`src/rtl/cpu_pkg.sv`:
```
// Shared definitions for the fetch stage: FSM states, fault cause codes and
// instruction-word constants.
package cpu_pkg;

    typedef enum logic [2:0] {
        BOOT  = 3'd0,
        FETCH = 3'd1,
        ISSUE = 3'd2,
        HALT  = 3'd3,
        FAULT = 3'd4
    } fetch_state_e;

    localparam logic [1:0]  FAULT_NONE        = 2'b00;
    localparam logic [1:0]  FAULT_MISALIGN    = 2'b01;
    localparam logic [1:0]  FAULT_TIMEOUT     = 2'b10;

    localparam logic [31:0] DEFAULT_HALT_WORD = 32'hFFFF_FFFF;
    localparam logic [31:0] WORD_BYTES        = 32'd4;

endpackage

```
`src/rtl/fetch_timeout_ctr.sv`:
```
// Loadable 8-bit up-counter measuring how long a fetch has waited for memory;
// term_o flags the last permitted wait cycle.
module fetch_timeout_ctr #(
    parameter int TIMEOUT = 16
) (
    input  logic       clk_i,
    input  logic       rst_i,
    input  logic       clr_i,
    input  logic       load_i,
    input  logic [7:0] load_val_i,
    input  logic       inc_i,
    output logic       term_o
);

    logic [7:0] cnt_q, cnt_d;

    always_comb begin
        cnt_d = cnt_q;
        if (clr_i) begin
            cnt_d = 8'd0;
        end else if (load_i) begin
            cnt_d = load_val_i;
        end else if (inc_i) begin
            cnt_d = cnt_q + 8'd1;
        end
    end

    always_ff @(posedge clk_i or posedge rst_i) begin
        if (rst_i) begin
            cnt_q <= 8'd0;
        end else begin
            cnt_q <= cnt_d;
        end
    end

    assign term_o = (cnt_q == 8'(TIMEOUT - 1));

endmodule

```
`src/rtl/pc_fetch_unit.sv`:
```
// Program counter and instruction fetch for the single-cycle core: fetches
// over a req/ready handshake, issues to decode, and stops on halt or fault.
module pc_fetch_unit
    import cpu_pkg::*;
#(
    parameter logic [31:0] RESET_PC  = 32'h0000_0000,
    parameter logic [31:0] HALT_WORD = DEFAULT_HALT_WORD,
    parameter int          TIMEOUT   = 16
) (
    input  logic        clk,
    input  logic        reset,
    input  logic [31:0] pcInstruction,
    input  logic        stall,
    output logic        imem_req,
    output logic [31:0] imem_addr,
    input  logic        imem_ready,
    input  logic [31:0] imem_rdata,
    output logic [31:0] pc,
    output logic [31:0] pc4,
    output logic [31:0] instr,
    output logic        instr_valid,
    output logic        halted,
    output logic        fault,
    output logic [1:0]  fault_cause
);

    fetch_state_e state_q, state_d;
    logic [31:0]  pc_q, pc_d;
    logic [31:0]  instr_q, instr_d;
    logic [1:0]   cause_q, cause_d;
    logic         ctr_clr, ctr_inc, ctr_term;

    fetch_timeout_ctr #(.TIMEOUT(TIMEOUT)) u_timeout (
        .clk_i      (clk),
        .rst_i      (reset),
        .clr_i      (ctr_clr),
        .load_i     (1'b0),
        .load_val_i (8'd0),
        .inc_i      (ctr_inc),
        .term_o     (ctr_term)
    );

    always_comb begin
        state_d = state_q;
        pc_d    = pc_q;
        instr_d = instr_q;
        cause_d = cause_q;
        ctr_clr = 1'b1;
        ctr_inc = 1'b0;
        unique case (state_q)
            BOOT: state_d = FETCH;
            FETCH: begin
                if (imem_ready) begin
                    instr_d = imem_rdata;
                    state_d = ISSUE;
                end else if (ctr_term) begin
                    cause_d = FAULT_TIMEOUT;
                    state_d = FAULT;
                end else begin
                    ctr_clr = 1'b0;
                    ctr_inc = 1'b1;
                end
            end
            ISSUE: begin
                // Stall outranks halt and fault so decode sees a stable word.
                if (stall) begin
                    state_d = ISSUE;
                end else if (instr_q == HALT_WORD) begin
                    state_d = HALT;
                end else if (pcInstruction[1:0] != 2'b00) begin
                    cause_d = FAULT_MISALIGN;
                    state_d = FAULT;
                end else begin
                    pc_d    = pcInstruction;
                    state_d = FETCH;
                end
            end
            HALT:    state_d = HALT;
            FAULT:   state_d = FAULT;
            default: state_d = BOOT;
        endcase
    end

    always_ff @(posedge clk or posedge reset) begin
        if (reset) begin
            state_q <= BOOT;
            pc_q    <= RESET_PC;
            instr_q <= 32'd0;
            cause_q <= FAULT_NONE;
        end else begin
            state_q <= state_d;
            pc_q    <= pc_d;
            instr_q <= instr_d;
            cause_q <= cause_d;
        end
    end

    assign imem_req    = (state_q == FETCH);
    assign imem_addr   = pc_q;
    assign pc          = pc_q;
    assign pc4         = pc_q + WORD_BYTES;
    assign instr       = instr_q;
    assign instr_valid = (state_q == ISSUE);
    assign halted      = (state_q == HALT);
    assign fault       = (state_q == FAULT);
    assign fault_cause = cause_q;

endmodule

```
`config.mk`:
```
export PLATFORM = sky130hd
export DESIGN_NAME = pc_fetch_unit
export DESIGN_NICKNAME = d
export VERILOG_FILES = /design/src/rtl/cpu_pkg.sv /design/src/rtl/fetch_timeout_ctr.sv /design/src/rtl/pc_fetch_unit.sv
export SDC_FILE = /design/constraint.sdc
export NUM_CORES = 1
export LEC_CHECK = 0
export ABC_AREA = 1
export CAP_MARGIN = 20
export CORE_ASPECT_RATIO = 0.7
export CORE_MARGIN = 2
export CORE_UTILIZATION = 45
export DETAILED_ROUTE_END_ITERATION = 10
export GPL_ROUTABILITY_DRIVEN = 1
export GPL_TIMING_DRIVEN = 0
export PLACE_DENSITY = 0.84
export SLEW_MARGIN = 20
export SYNTH_ARGS = -nofsm -noshare
export SYNTH_HDL_FRONTEND = slang
export SYNTH_SLANG_ARGS = --single-unit
```
`constraint.sdc`:
```
create_clock -name clk -period 5.4 [get_ports clk]
set_clock_uncertainty 0.2 [all_clocks]
set_input_delay 1.08 -clock clk [delete_from_list [all_inputs] [get_ports clk]]
set_output_delay 1.08 -clock clk [all_outputs]
set_load 0.01 [all_outputs]
```
# After elaboration in Yosys (flattened, before gate mapping)
# Cells that the tools add are included.
[op_classes] n_bitwise=3 reduce_logical=7 n_mux=20 add_sub_neg=2 n_eq_ne=12
[ops] cell="$add 32x3->32 const B" count=1
[ops] cell="$eq 32x32->1 const B" count=1
[ops] cell="$mux 8" count=2
[ops] cell="$mux 3" count=5
[ops] cell="$pmux 3 s5" count=1
[ops] cell="$mux 2" count=5
[ops] cell="$add 8x1->8 const B" count=1
[ops] cell="$eq 8x4->1 const B" count=1
[ops] cell="$eq 3x2->1 const B" count=2
[ops] cell="$mux 1" count=6
[ops] cell="$ne 2x2->1 const B" count=3
[ops] cell="$reduce_and 6->1" count=1
[ops] cell="$reduce_bool 2->1" count=3
[ops] cell="$ne 2x1->1 const B" count=2
[ops] cell="$pmux 2 s2" count=1
[ops] cell="$reduce_and 4->1" count=1
[ops] cell="$eq 3x1->1 const B" count=1
[ops] cell="$eq 3x3->1 const B" count=1
[ops] cell="$logic_not 3->1" count=1
[ops] cell="$ne 3x1->1 const B" count=1
[ops] cell="$not 1->1" count=3
[ops] cell="$reduce_and 2->1" count=1
[word_totals] inputBits=68 ff_bits=77 elab_cells=49 output_inout_bits=134

# Depth between registers and ports, before layout
[depth] ltp_word=6 depth_mapped=11

# By module
# A second synthesis with hierarchy kept.
[hier_totals] hier_cells=609 area_unflattened_um2=4536.9
[modules_own_cells] module="pc_fetch_unit" area_each_um2=3982.6 cells_per_inst=524 n_inst=1 seq_area_each_um2=1726.7
[modules_own_cells] module="fetch_timeout_ctr" area_each_um2=554.3 cells_per_inst=85 n_inst=1 seq_area_each_um2=200.2

# Least setup slack after synthesis
# No wires, ideal clock.
[synth_path] path_kind="register to output" from="register pc_q[3] (netlist: imem_addr[3])" to="output pc4[18]" n_path_buf=0 arrival_time_ns=1.561 required_time_ns=4.120 path_slack_ns=2.559 stages_incl_launch_ff=9 path_cell_list="dfrtp_1 -> ha_1 -> nand2_1 -> inv_1 -> nand3_1 -> nor2_2 -> nand2_1 -> nor2_1 -> xor2_1"
[synth_via] elab_chain_cells=1
[synth_lines] element="start, declared" line="pc_fetch_unit.sv:28" rtl="logic [31:0] pc_q, pc_d;"
[synth_lines] element="start signal, assigned" line="pc_fetch_unit.sv:92" rtl="pc_q <= pc_d;"
[synth_lines] element="$add 32x3->32" line="pc_fetch_unit.sv:101" rtl="assign pc4 = pc_q + WORD_BYTES;"
[synth_lines] element="end, declared" line="pc_fetch_unit.sv:19" rtl="output logic [31:0] pc4,"
# No other way between the ends.

# Worst setup path after layout
[layout_path] from="register pc_q[2] (netlist: imem_addr[2])" to="output pc4[18]"
# Same word-level chain as after synthesis.

==> impl_metrics.json <==
{
  "drive_gt1_share_pct": 14.47,
  "dr.pass1.iters": 6,
  "fin_crit_sh_pct": 76.61,
  "synth_top_cells_by_area": "dfrtp_1, nand2_1, buf_4",
  "final_nets": 839,
  "synthAdderAreaFrac_pct": 0.5744,
  "cts_tree": "done",
  "htreeDepth": 3,
  "cts_made_buffers": 9,
  "numPortBuffers": 201,
  "areaGrowthSynthToFinish_pct": 58.13,
  "hpwlAfterDp_um": 11340,
  "arrival_ns": 2.86,
  "die-area_um2": 10500,
  "finalInstanceArea_um2": 6889,
  "avgSynthCellArea_um2": 7.836,
  "cp-end-kind": "output port",
  "hold_buffers": 0,
  "synth-compound-area-share_pct": 5.399,
  "drt-total-wl_um": 14010,
  "tightest_slew_ns": 0.5910,
  "io_pins": 202,
  "synth-edff-count": 0,
  "dr.max_layer_used": "met4",
  "track_usage_pct": 27.43,
  "maxCapViolations": 0,
  "wl_met1_um": 5835,
  "path_clk_slew_ns": 0.06,
  "ir_drop_mv": 0.2216,
  "min_period_ns": 4.137,
  "via_per_inst": 4.828,
  "synth_top_family_by_area": "simple AND/OR/NAND/NOR gates",
  "rows": 30,
  "grt_pass1_vias": 4310,
  "antenna_found_initial": 0,
  "insertion_delay_ns": 0.33,
  "cts_root_buf": "clkbuf_16",
  "synth_common_cells": "nand2_1, dfrtp_1, inv_1, nor2_1, buf_4",
  "drc": 0,
  "multiInputGateArea_um2": 1829,
  "muxShareOfSynthArea_pct": 0,
  "die_h_um": 86.33,
  "fillers": 703,
  "crit_required_ns": 4.12,
  "path_class": "reg -> out",
  "met2_length_um": 6873,
  "rsz0062_at_grt": "false",
  "synth_cell_types": 28,
  "hold_viol_final": 0,
  "cts_resized": 0,
  "cts_max_path_buffers": 2,
  "antenna_cells": 0,
  "timing.fmax_mhz": 241.7,
  "start_kind": "flip-flop",
  "p_leak_uw": 0.003247,
  "grt_max_degree": 53,
  "place_congestion": 0.9147,
  "ant_nets": 0,
  "max_slew_margin_pct": 60.30,
  "drtIter0Drc": 349,
  "cts_sinks": 77,
  "core_area_um2": 9572,
  "routedWlPerCell_um": 15.54,
  "grt_pass1_wl_um": 22180,
  "regArea_um2": 1927,
  "status": "finished clean",
  "hold_path_class": "reg -> reg",
  "synth_nets": 626,
  "netlist_area_um2": 4357,
  "setup_viol": 0,
  "yosysTopAreaCellShare_pct": 44.23,
  "ys_warn_count": 0,
  "met3_length_um": 964,
  "cp_max_fo": 5,
  "place_area_um2": 6559,
  "ys_seq_elements": 77,
  "drv_slew": 0,
  "synth_most_common_cell": "nand2_1",
  "yosys.area.top_type": "dfrtp_1",
  "fin_util_pct": 71.97,
  "synth-main-ff-cell": "dfrtp_1",
  "overflow": 0,
  "chipWidth_um": 121.6,
  "synthCells": 556,
  "num_vias": 4355,
  "tns_ns": 0,
  "powerDensity_nw_per_um2": 579.8,
  "synthSimpleGateAreaFrac_pct": 30.59,
  "async_flop_share_pct": 100.0,
  "ys_seq_area_share_pct": 44.23,
  "start_util_pct": 45.52,
  "synthXorXnorAreaFrac_pct": 5.428,
  "cts_setup_buffers": 0
}
layer usage:
| metal | GRT usage [%] | vias up |
|---|---|---|
| li1 | - | 2097 |
| met1 | 36.17 | 2059 |
| met2 | 45.40 | 172 |
| met3 | 5.921 | 27 |
| met4 | 9.091 | 0 |
| met5 | 0 | - |
power breakdown:
| part | internal, µW | switching, µW |
|---|---|---|
| Clock | 412 | 250 |
| Combinational | 1230 | 961 |
| Sequential | 823 | 314 |
| Total | 2470 | 1530 |
flip-flops by register name, indices dropped and copies added, names as in the netlist:
register and flops:
fault_cause 2, u_timeout.cnt_q 8, state_q 3, instr 32
imem_addr 32
area by class of cell:
| cell class | count | area share, % |
|---|---|---|
| plain buffers | 46 | 5.521 |
| clock buffers | 9 | 3.269 |
| clock inverters | 7 | 1.526 |
| inverters | 58 | 3.233 |
| multi-input cells | 375 | 26.55 |
| flip-flops and latches | 77 | 27.97 |
| well taps | 128 | 2.325 |
| repair buffers | 202 | 29.60 |
critical path, cell delays in order (launching register included):
cell	delay (ns)
dfrtp_1	0.45
ha_1	0.21
nand2_1	0.08
inv_1	0.09
nand3_1	0.29
nor2_2	0.35
nand2_1	0.13
nor2_1	0.15
xor2_1	0.18
clkdlybuf4s50_1	0.59
cells by family after synthesis:
group | after synthesis
AND/OR/NAND/NOR | 314
AO/OA/AOI/OAI | 32
XOR/XNOR | 27
flip-flops | 77
adder cells (fa/ha/maj) | 2
buffers and inverters | 104
per-stage QoR:
step / instances / worst slack (ns) / power, µW / hold WS, ns
finish: 902 / 1.263 / 3994 / 0.2610
global route: 902 / 1.034 / 4233 / 0.2992
floorplan: 556 / 2.153 / 2063 / 0.2319
detailed placement: 886 / 1.676 / 3330 / 0.2566
global placement: 885 / 0.8936 / 3262 / 0.2454
CTS: 902 / 1.300 / 4009 / 0.2660
cells in the final DEF (no fill, tap or decap), types with 14 or more instances in the layout:
master           count
dfrtp_1             77
nor2_1              49
nand2_1            195
xor2_1              26
buf_4               34
nand2_2             25
inv_1               55
clkdlybuf4s50_1    201
o21ai_2             20
nor3_1              14
nand3_1             19
final timing paths:
check	start	to	slack, ns	cells past startpoint
max reg2reg	instr[16]	imem_addr[19]	3.45	11
min in group asynchronous	reset	imem_addr[8]	0.91	2
min reg2reg	u_timeout.cnt_q[7]	u_timeout.cnt_q[7]	0.26	1
min	u_timeout.cnt_q[7]	u_timeout.cnt_q[7]	0.26	1
max in group asynchronous	reset	state_q[1]	3.51	3
max	imem_addr[2]	pc4[18]	1.26	9
Note: power is estimated with default switching activity, not from simulation.
